===== src/rtl/rename_alloc_if.sv =====
// Rename/allocate stage port bundle: decode-side handshake, ROB dispatch fields,
// retire release strobes and free-list status.
interface rename_alloc_if #(
  parameter int unsigned PREG_W = 6
);
  logic              in_valid;
  logic              in_ready;
  logic [31:0]       in_pc;
  logic [4:0]        in_rs1;
  logic [4:0]        in_rs2;
  logic [4:0]        in_rd;
  logic              out_valid;
  logic              out_stall;
  logic [31:0]       out_pc;
  logic [PREG_W-1:0] out_prs1;
  logic [PREG_W-1:0] out_prs2;
  logic [PREG_W-1:0] out_prd;
  logic [PREG_W-1:0] out_old_prd;
  logic              free_en_0;
  logic              free_en_1;
  logic [PREG_W-1:0] free_reg_0;
  logic [PREG_W-1:0] free_reg_1;
  logic [PREG_W:0]   free_count;
  logic              dbl_free_err;

  modport master (
    output in_valid, in_pc, in_rs1, in_rs2, in_rd, out_stall,
           free_en_0, free_en_1, free_reg_0, free_reg_1,
    input  in_ready, out_valid, out_pc, out_prs1, out_prs2, out_prd,
           out_old_prd, free_count, dbl_free_err
  );

  modport slave (
    input  in_valid, in_pc, in_rs1, in_rs2, in_rd, out_stall,
           free_en_0, free_en_1, free_reg_0, free_reg_1,
    output in_ready, out_valid, out_pc, out_prs1, out_prs2, out_prd,
           out_old_prd, free_count, dbl_free_err
  );
endinterface


===== src/rtl/rename_alloc.sv =====
// Register rename + physical-register allocation ahead of the ROB.
// Optional double-free detection is enabled by defining RENAME_DBL_FREE_CHECK_EN.
module rename_alloc #(
  parameter int unsigned NUM_ARCH = 32,
  parameter int unsigned NUM_PHYS = 64,
  parameter int unsigned PREG_W   = 6,
  parameter int unsigned FL_DEPTH = NUM_PHYS - NUM_ARCH
) (
  input  logic         clk,
  input  logic         rst,
  rename_alloc_if.slave io
);
  localparam int unsigned HW = (FL_DEPTH > 1) ? $clog2(FL_DEPTH) : 1;
  localparam int unsigned CW = PREG_W + 1;

  typedef logic [PREG_W-1:0] preg_t;

  preg_t          rat_q [NUM_ARCH];
  preg_t          rat_d [NUM_ARCH];
  preg_t          fl_q  [FL_DEPTH];
  preg_t          fl_d  [FL_DEPTH];
  logic [HW-1:0]  head_q, head_d, tail_q, tail_d;
  logic [CW-1:0]  count_q, count_d;
  logic           out_valid_q, out_valid_d;
  logic [31:0]    out_pc_q, out_pc_d;
  preg_t          out_prs1_q, out_prs1_d, out_prs2_q, out_prs2_d;
  preg_t          out_prd_q, out_prd_d, out_old_prd_q, out_old_prd_d;

  logic           hold, rdy, accept, pop;
  logic           push0_req, push1_req, push0, push1;
  preg_t          pop_reg;

`ifdef RENAME_DBL_FREE_CHECK_EN
  logic [NUM_PHYS-1:0] in_fl_q, in_fl_d;
  logic                dbl_err_q, dbl_err_d;
`endif

  function automatic logic [HW-1:0] wrap_inc(input logic [HW-1:0] idx);
    return (32'(idx) == FL_DEPTH - 1) ? '0 : idx + 1'b1;
  endfunction

  always_comb begin
    hold      = out_valid_q && io.out_stall;
    rdy       = !hold && (count_q != '0 || io.in_rd == '0);
    accept    = io.in_valid && rdy;
    pop       = accept && (io.in_rd != '0);
    pop_reg   = fl_q[head_q];
    push0_req = io.free_en_0 && (io.free_reg_0 != '0);
    push1_req = io.free_en_1 && (io.free_reg_1 != '0);

`ifdef RENAME_DBL_FREE_CHECK_EN
    dbl_err_d = dbl_err_q;
    in_fl_d   = in_fl_q;
    push0     = push0_req && !in_fl_q[io.free_reg_0];
    push1     = push1_req && !in_fl_q[io.free_reg_1] &&
                !(push0_req && (io.free_reg_1 == io.free_reg_0));
    if ((push0_req && !push0) || (push1_req && !push1)) dbl_err_d = 1'b1;
`else
    push0 = push0_req;
    push1 = push1_req;
`endif

    // Capacity is judged on the registered count, independent of this cycle's pop.
    if (count_q == CW'(FL_DEPTH)) begin
      push0 = 1'b0;
      push1 = 1'b0;
    end else if ((count_q == CW'(FL_DEPTH - 1)) && push0) begin
      push1 = 1'b0;
    end

`ifdef RENAME_DBL_FREE_CHECK_EN
    if (pop)   in_fl_d[pop_reg]       = 1'b0;
    if (push0) in_fl_d[io.free_reg_0] = 1'b1;
    if (push1) in_fl_d[io.free_reg_1] = 1'b1;
`endif

    fl_d   = fl_q;
    tail_d = tail_q;
    if (push0) begin
      fl_d[tail_d] = io.free_reg_0;
      tail_d       = wrap_inc(tail_d);
    end
    if (push1) begin
      fl_d[tail_d] = io.free_reg_1;
      tail_d       = wrap_inc(tail_d);
    end
    head_d  = pop ? wrap_inc(head_q) : head_q;
    count_d = count_q + CW'(push0) + CW'(push1) - CW'(pop);

    rat_d = rat_q;
    if (pop) rat_d[io.in_rd] = pop_reg;

    out_valid_d   = out_valid_q;
    out_pc_d      = out_pc_q;
    out_prs1_d    = out_prs1_q;
    out_prs2_d    = out_prs2_q;
    out_prd_d     = out_prd_q;
    out_old_prd_d = out_old_prd_q;
    if (!hold) begin
      out_valid_d = accept;
      if (accept) begin
        out_pc_d      = io.in_pc;
        out_prs1_d    = rat_q[io.in_rs1];
        out_prs2_d    = rat_q[io.in_rs2];
        out_prd_d     = pop ? pop_reg : '0;
        out_old_prd_d = pop ? rat_q[io.in_rd] : '0;
      end
    end
  end

  always_ff @(posedge clk or posedge rst) begin
    if (rst) begin
      for (int unsigned i = 0; i < NUM_ARCH; i++) rat_q[i] <= PREG_W'(i);
      for (int unsigned i = 0; i < FL_DEPTH; i++) fl_q[i] <= PREG_W'(NUM_PHYS - FL_DEPTH + i);
      head_q        <= '0;
      tail_q        <= '0;
      count_q       <= CW'(FL_DEPTH);
      out_valid_q   <= 1'b0;
      out_pc_q      <= '0;
      out_prs1_q    <= '0;
      out_prs2_q    <= '0;
      out_prd_q     <= '0;
      out_old_prd_q <= '0;
    end else begin
      rat_q         <= rat_d;
      fl_q          <= fl_d;
      head_q        <= head_d;
      tail_q        <= tail_d;
      count_q       <= count_d;
      out_valid_q   <= out_valid_d;
      out_pc_q      <= out_pc_d;
      out_prs1_q    <= out_prs1_d;
      out_prs2_q    <= out_prs2_d;
      out_prd_q     <= out_prd_d;
      out_old_prd_q <= out_old_prd_d;
    end
  end

`ifdef RENAME_DBL_FREE_CHECK_EN
  always_ff @(posedge clk or posedge rst) begin
    if (rst) begin
      for (int unsigned i = 0; i < NUM_PHYS; i++) in_fl_q[i] <= (i >= NUM_PHYS - FL_DEPTH);
      dbl_err_q <= 1'b0;
    end else begin
      in_fl_q   <= in_fl_d;
      dbl_err_q <= dbl_err_d;
    end
  end
  assign io.dbl_free_err = dbl_err_q;
`else
  assign io.dbl_free_err = 1'b0;
`endif

  assign io.in_ready    = rdy;
  assign io.out_valid   = out_valid_q;
  assign io.out_pc      = out_pc_q;
  assign io.out_prs1    = out_prs1_q;
  assign io.out_prs2    = out_prs2_q;
  assign io.out_prd     = out_prd_q;
  assign io.out_old_prd = out_old_prd_q;
  assign io.free_count  = count_q;
endmodule

===== src/flat_wrapper.sv =====
// flat-port wrapper written by rule: the top's interface ports become plain ports
module rename_alloc_flat 
#(
  parameter int unsigned NUM_ARCH = 32,
  parameter int unsigned NUM_PHYS = 64,
  parameter int unsigned PREG_W   = 6,
  parameter int unsigned FL_DEPTH = NUM_PHYS - NUM_ARCH
)
  (clk, rst, io_in_valid, io_in_pc, io_in_rs1, io_in_rs2, io_in_rd, io_out_stall, io_free_en_0, io_free_en_1, io_free_reg_0, io_free_reg_1, io_in_ready, io_out_valid, io_out_pc, io_out_prs1, io_out_prs2, io_out_prd, io_out_old_prd, io_free_count, io_dbl_free_err);
  rename_alloc_if #(.PREG_W(PREG_W)) io_i ();
  input  logic clk;
  input  logic rst;
  input wire logic [$bits(io_i.in_valid)-1:0] io_in_valid;
  input wire logic [$bits(io_i.in_pc)-1:0] io_in_pc;
  input wire logic [$bits(io_i.in_rs1)-1:0] io_in_rs1;
  input wire logic [$bits(io_i.in_rs2)-1:0] io_in_rs2;
  input wire logic [$bits(io_i.in_rd)-1:0] io_in_rd;
  input wire logic [$bits(io_i.out_stall)-1:0] io_out_stall;
  input wire logic [$bits(io_i.free_en_0)-1:0] io_free_en_0;
  input wire logic [$bits(io_i.free_en_1)-1:0] io_free_en_1;
  input wire logic [$bits(io_i.free_reg_0)-1:0] io_free_reg_0;
  input wire logic [$bits(io_i.free_reg_1)-1:0] io_free_reg_1;
  output wire logic [$bits(io_i.in_ready)-1:0] io_in_ready;
  output wire logic [$bits(io_i.out_valid)-1:0] io_out_valid;
  output wire logic [$bits(io_i.out_pc)-1:0] io_out_pc;
  output wire logic [$bits(io_i.out_prs1)-1:0] io_out_prs1;
  output wire logic [$bits(io_i.out_prs2)-1:0] io_out_prs2;
  output wire logic [$bits(io_i.out_prd)-1:0] io_out_prd;
  output wire logic [$bits(io_i.out_old_prd)-1:0] io_out_old_prd;
  output wire logic [$bits(io_i.free_count)-1:0] io_free_count;
  output wire logic [$bits(io_i.dbl_free_err)-1:0] io_dbl_free_err;
  assign io_i.in_valid = io_in_valid;
  assign io_i.in_pc = io_in_pc;
  assign io_i.in_rs1 = io_in_rs1;
  assign io_i.in_rs2 = io_in_rs2;
  assign io_i.in_rd = io_in_rd;
  assign io_i.out_stall = io_out_stall;
  assign io_i.free_en_0 = io_free_en_0;
  assign io_i.free_en_1 = io_free_en_1;
  assign io_i.free_reg_0 = io_free_reg_0;
  assign io_i.free_reg_1 = io_free_reg_1;
  assign io_in_ready = io_i.in_ready;
  assign io_out_valid = io_i.out_valid;
  assign io_out_pc = io_i.out_pc;
  assign io_out_prs1 = io_i.out_prs1;
  assign io_out_prs2 = io_i.out_prs2;
  assign io_out_prd = io_i.out_prd;
  assign io_out_old_prd = io_i.out_old_prd;
  assign io_free_count = io_i.free_count;
  assign io_dbl_free_err = io_i.dbl_free_err;
  rename_alloc #(.NUM_ARCH(NUM_ARCH), .NUM_PHYS(NUM_PHYS), .PREG_W(PREG_W), .FL_DEPTH(FL_DEPTH)) u_core (.clk(clk), .rst(rst), .io(io_i));
endmodule

===== config.mk =====
export PLATFORM = sky130hd
export DESIGN_NAME = rename_alloc_flat
export DESIGN_NICKNAME = d
export VERILOG_FILES = /design/src/rtl/rename_alloc_if.sv /design/src/rtl/rename_alloc.sv /design/src/flat_wrapper.sv
export SDC_FILE = /design/constraint.sdc
export NUM_CORES = 1
export LEC_CHECK = 0
export CAP_MARGIN = 15
export CORE_MARGIN = 2
export CORE_UTILIZATION = 50
export DETAILED_ROUTE_END_ITERATION = 16
export DONT_BUFFER_PORTS = 1
export PLACE_DENSITY = 0.68
export SYNTH_ARGS = -nofsm -noshare
export SYNTH_HDL_FRONTEND = slang
export SYNTH_SLANG_ARGS = --single-unit

===== constraint.sdc =====
create_clock -name clk -period 18.47 [get_ports clk]
set_input_delay 0.9235 -clock clk [delete_from_list [all_inputs] [get_ports clk]]
set_output_delay 0.9235 -clock clk [all_outputs]
set_load 0.02 [all_outputs]

======== After elaboration in Yosys (flattened, before gate mapping) ========
Index checks and enable logic that the tools add are counted.
operators by class
  order comparisons ....................... 9
  equal/unequal tests ..................... 5
  mux-type cells .......................... 33
  bitwise gates (word level) .............. 7
  add/sub/neg operators ................... 6
  reduce and logical (&&, ||, !) cells .... 18
operator list
  cell                                                                    count
  192-bit bitwise mux                                                     3
  192-bit 2-to-1 mux                                                      2
  6-bit binary-select mux with 5-bit select                               4
  6-bit demux with 5-bit select                                           3
  6-bit 2-to-1 mux                                                        13
  6-bit greater-or-equal comparator (second input constant)               6
  5-bit inverter with 6-bit output                                        6
  5-bit 2-to-1 mux                                                        5
  6-bit by 1-bit < comparator with 1-bit output (second input constant)   3
  5-bit by 1-bit adder with 5-bit output (second input constant)          3
  5-bit equality test (second input constant)                             3
  7-bit by 1-bit adder with 7-bit output                                  2
  6-bit nonzero test                                                      2
  1-bit logical AND                                                       10
  7-bit by 5-bit equality test with 1-bit output (second input constant)  1
  7-bit by 6-bit equality test with 1-bit output (second input constant)  1
  7-bit nonzero test                                                      1
  7-bit by 1-bit subtractor with 7-bit output                             1
  5-bit zero test                                                         1
  5-bit nonzero test                                                      1
  1-bit 2-to-1 mux                                                        3
  2-bit AND reduction                                                     1
  1-bit zero test                                                         1
  1-bit logical OR                                                        1
  1-bit inverter                                                          1
word-level totals
  register bits after elaboration ......... 458
  output and inout port bits .............. 66
  logic and storage cells ................. 151

======== Longest topological paths before layout ========
  depth in word-level cells ............... 11
  gate-level depth with buffers ........... 17
  depth with buffers taken out ............ 17

======== Worst setup path after synthesis ========
Ideal clock, no wire load.
  path type ............................... input -> register
  from .................................... input io_free_reg_0[0]
  to ...................................... register u_core.count_q[6], in the netlist u_core.io.free_count[6]
  arrival time ............................ 3.688 ns
  cell stages on the path ................. 14
  setup slack ............................. 14.657 ns
  required time ........................... 18.345 ns
  setup time .............................. 0.125 ns
  path buffers ............................ 2
  cell sequence ........................... or4_1 -> o21ai_0 -> o211a_1 -> buf_2 -> buf_2 -> fa_1 -> inv_1 -> fa_1 -> nand2b_1 -> a21oi_1 -> o21ai_0 -> a21oi_1 -> nor2_1 -> xnor2_1
between the ends
  longest elaborated chain between the ends .. 7
RTL lines
  what                                                                                            line                 RTL
  start: declaration                                                                              flat_wrapper.sv:21   input wire logic [$bits(io_i.free_reg_0)-1:0] io_free_reg_0;
  6-bit nonzero test (*)                                                                          rename_alloc.sv:48   push0_req = io.free_en_0 && (io.free_reg_0 != '0);
  1-bit logical AND (*)                                                                           rename_alloc.sv:48
  parallel branches: the longest is 3 deep, another holds 7-bit by 1-bit adder with 7-bit output  -
  7-bit by 1-bit adder with 7-bit output (*)                                                      rename_alloc.sv:88   count_d = count_q + CW'(push0) + CW'(push1) - CW'(pop);
  7-bit by 1-bit subtractor with 7-bit output (*)                                                 rename_alloc.sv:88
  net u_core.count_d[6]                                                                           rename_alloc.sv:23   logic [CW-1:0] count_q, count_d;
  end signal: assignment                                                                          rename_alloc.sv:117  count_q <= CW'(FL_DEPTH);
  end signal: assignment                                                                          rename_alloc.sv:129  count_q <= count_d;
  end: declaration                                                                                rename_alloc.sv:23
Mark *: on every way through the listed nets, which the timed path passes.
A chain may end at the register's enable or synchronous reset.

======== Final worst setup path ========
  from .................................... register u_core.count_q[2], in the netlist u_core.io.free_count[2]
  to ...................................... register u_core.count_q[6], in the netlist u_core.io.free_count[6]
between the ends
  longest elaborated chain between the ends .. 6
RTL lines
  what                                         line                RTL
  7-bit nonzero test                           rename_alloc.sv:44  rdy = !hold && (count_q != '0 || io.in_rd == '0);
  1-bit logical OR                             rename_alloc.sv:44
  1-bit logical AND                            rename_alloc.sv:44
  1-bit logical AND                            rename_alloc.sv:45  accept = io.in_valid && rdy;
  1-bit logical AND                            rename_alloc.sv:46  pop = accept && (io.in_rd != '0);
  net u_core.pop                               rename_alloc.sv:29  logic hold, rdy, accept, pop;
  7-bit by 1-bit subtractor with 7-bit output  rename_alloc.sv:88
  net u_core.count_d[6]                        rename_alloc.sv:23
The timed path passes the listed nets, and every way through them passes these cells.

==> results.py <==
metrics = {
    "clock_tree": {
        "cts_setup_buffers": 0,
        "cts_num_sinks": 458,
        "cts_tree": "yes",
        "cts-resized-gates": 0,
        "htree_levels": 2,
        "ctsHoldBuffers": 0,
        "cts_buffers": 49,
        "clk_pin_slew_ns": 0.06,
        "cts.path.max_buffers": 3,
        "root_buffer": "clkbuf_16",
        "clk_latency_ns": 0.61,
    },
    "setup_path": {
        "crit_family": "simple AND/OR/NAND/NOR gates",
        "endpoint_kind": "register",
        "critPathBufInv": 4,
        "crit_path_cell_trace": "inv_1 > ha_1 > nor4b_1 > a221oi_1 > nand2_1 > clkinv_1 > ha_1 > inv_1 > fa_1 > inv_1 > fa_1 > nand2b_1 > a21oi_1 > o21ai_0 > a21oi_1 > nor2_1 > xnor2_1",
        "critical_path.max_stage_delay_ns": 0.64,
        "cp_common_cell": "inv_1",
        "required_ns": 18.94,
        "reg2reg_from": "u_core.io.free_count[2]",
        "worstReg2RegEnd": "u_core.io.free_count[6]",
        "startpoint_type": "register",
        "reg2reg_setup_slack_ns": 13.86,
        "cp.arrival_ns": 5.08,
        "worstSetupPathType": "register to register",
        "rr_worst_depth": 17,
        "path_max_fanout": 14,
        "critPathSlowestCell": "nor4b_1",
    },
    "finish": {
        "seq_area_um2": 11710,
        "multi_input_area_um2": 13420,
        "syn2layout_area_growth_pct": 8.515,
        "layout_common_cells": "263 x dfrtp_1, 228 x mux4_2, 228 x mux2_2",
        "drive_gt1_share_pct": 38.22,
        "nets": 2108,
        "final_util_pct": 54.82,
        "nFillCells": 4199,
        "final_common_cell": "dfrtp_1",
        "final_area_um2": 28060,
    },
    "floorplanning": {
        "ioPinCount": 131,
        "dieArea_um2": 53560,
        "core_area_um2": 51200,
        "die_h_um": 231.4,
        "fp.dieW_um": 231.4,
        "start_util_pct": 50.51,
        "rows": 83,
    },
    "sta": {
        "setup_viol": 0,
        "drv_slew": 0,
        "finalHoldViolCount": 0,
        "fmax_mhz": 217.1,
        "fin_crit_sh_pct": 24.94,
        "fin_skew_ns": 0.03998,
        "hold_ws_ns": 0.2950,
        "tns_ns": 0,
        "rsz0062_at_grt": "no",
        "worst_pin_slew_ns": 1.176,
        "relSlewSlack_pct": 21.62,
        "period_minus_slack_ns": 4.606,
    },
    "placed_design": {
        "place_area_um2": 26220,
        "place_congestion": 0.9665,
        "dpl.hpwl_um": 46340,
        "portBuffers": 0,
    },
    "routing": {
        "via_count": 18210,
        "drtPass1Iterations": 6,
        "ant_nets": 0,
        "drt_iter0_drc": 2355,
        "wl_per_cell_um": 26.28,
        "viasPerCell": 6.646,
        "drc": 0,
        "routed_wl_um": 72010,
    },
    "yosys": {
        "synth_top_family_by_area": "multiplexers",
        "synth_nets": 2218,
        "synth_warnings": 0,
        "synth_simple_gate_area_share_pct": 7.600,
        "yosys.area.top_type": "dfrtp_1",
        "synth_area_per_cell_um2": 12.15,
        "yosysTopAreaCellShare_pct": 25.64,
        "synth_cells": 2129,
        "synth_ff_type": "dfrtp_1",
        "synthesis.area_um2": 25860,
        "synth_fa_ha_area_share_pct": 1.219,
        "synth.distinct_cells": 56,
        "synth_edf_count": 0,
        "synth-seq-area-share_pct": 45.25,
        "synthXorXnorAreaFrac_pct": 0.2371,
        "yosys_register_bits": 458,
        "async_flop_share_pct": 100.0,
        "yosys-top-cells-area": "dfrtp_1 26%, mux4_2 20%, dfstp_2 20%",
        "synth_compound_area_share_pct": 8.234,
        "muxShareOfSynthArea_pct": 34.27,
    },
    "grt": {
        "grt.total_usage_pct": 27.07,
        "grt_max_degree": 191,
        "grt_antenna_before_repair": 2,
        "grt_pass1_vias": 17750,
        "grt_first_pass_wirelength_um": 110400,
        "grt-ovfl-total": 0,
    },
    "status": {
        "outcome": "finished, final reports clean",
    },
    "power_and_ir_drop": {
        "vdd_drop_max_mv": 0.1244,
        "powerDensity_nw_per_um2": 171.3,
        "leakage_nw": 11.48,
    },
    "run": {
        "maxCapViolCount": 0,
    },
    "worst_hold_path": {
        "hold_path.class": "input port to asynchronous set/reset pin",
    },
}
worst max-delay path by stage:
| stage | startpoint | to | slack [ns] | depth (start not counted) |
|---|---|---|---|---|
| floorplan | rst | u_core.fl_q[100] | 5.10 | 1 |
| global placement | io_in_rd[4] | u_core.io.free_count[6] | 13.93 | 15 |
| detailed placement | io_free_reg_0[0] | u_core.fl_q[69] | 13.88 | 9 |
| CTS | u_core.io.free_count[2] | u_core.io.free_count[6] | 13.84 | 17 |
| global route | u_core.io.free_count[2] | u_core.io.free_count[6] | 13.46 | 17 |
| finish | u_core.io.free_count[2] | u_core.io.free_count[6] | 13.86 | 17 |
cell families (layout without fill, tap and decap cells):
logic type | count (synthesis) | count (layout)
AOI/OAI and AO/OA | 385 | 385
xor gates and xnor gates | 7 | 7
adders and majority gates | 24 | 24
buffers and inverters | 215 | 145
DFF | 458 | 458
muxes | 572 | 572
other | 1 | 2
and+or+nand+nor | 467 | 467
per-stage QoR:
step	instances	power [mW]	setup WS [ns]
detailed placement	2636	3.656	13.88
global route	2739	5.036	13.46
global placement	2636	3.565	13.93
CTS	2727	4.692	13.84
floorplan	2129	3.109	5.097
finish	2740	4.807	13.86
layout make-up:
| cell class | count | share of cell area [%] |
|---|---|---|
| diodes | 1 | 0.008917 |
| clock buffers | 67 | 5.078 |
| clock inverters | 24 | 0.8783 |
| inverters | 24 | 0.3477 |
| multi-input cells | 1456 | 47.81 |
| flip-flops and latches | 458 | 41.71 |
| well taps | 680 | 3.032 |
| repair buffers | 30 | 1.141 |
power breakdown:
group          internal (mW)  switching (mW)
sequential              1.54           0.387
combinational          0.920           0.939
clock                  0.597           0.424
cell usage after synthesis (2+ instances only):
library cell and number:
or3_1 9, o21ai_1 6, o22ai_1 19, o31a_1 2, nand4_1 13, clkbuf_1 159
dfrtp_1 265, o221ai_1 6, nand3b_1 6, and2_1 8, xor2_1 3, nor2b_1 2
ha_1 22, nand2b_1 5, dfstp_2 193, mux2_2 228, o2111ai_1 4, fa_1 2
a21oi_1 145, buf_2 8, nand3_1 6, o21bai_1 2, nor3_1 4, a31oi_1 3
o21ai_0 167, and3_1 3, nor3_2 8, mux2i_1 116, nand2_1 219, nor2_1 177
o41ai_1 6, inv_2 2, a311oi_1 16, xnor2_1 4, buf_1 23, mux4_2 228
inv_1 21
registers in the layout, summed over array words and instances (netlist names):
| register | flops |
|---|---|
| u_core.head_q | 5 |
| u_core.io.out_pc | 32 |
| u_core.io.out_prs1 | 6 |
| u_core.io.out_prs2 | 6 |
| u_core.rat_q | 192 |
| u_core.io.out_old_prd | 6 |
| u_core.io.out_prd | 6 |
| u_core.tail_q | 5 |
| u_core.io.out_valid | 1 |
| u_core.fl_q | 192 |
| u_core.io.free_count | 7 |
per-layer routing:
| layer | global-route usage, % | up-vias | wire (um) | part of all wire [%] |
|---|---|---|---|---|
| met5 | 0 | - | 15 | 0.021 |
| met4 | 8.468 | 2 | 2145 | 3.0 |
| met3 | 8.095 | 146 | 8099 | 11 |
| met2 | 40.38 | 1001 | 32670 | 45 |
| met1 | 38.21 | 9394 | 29080 | 40 |
| li1 | - | 7666 | - | - |
Note: power is estimated with default switching activity, not from simulation.
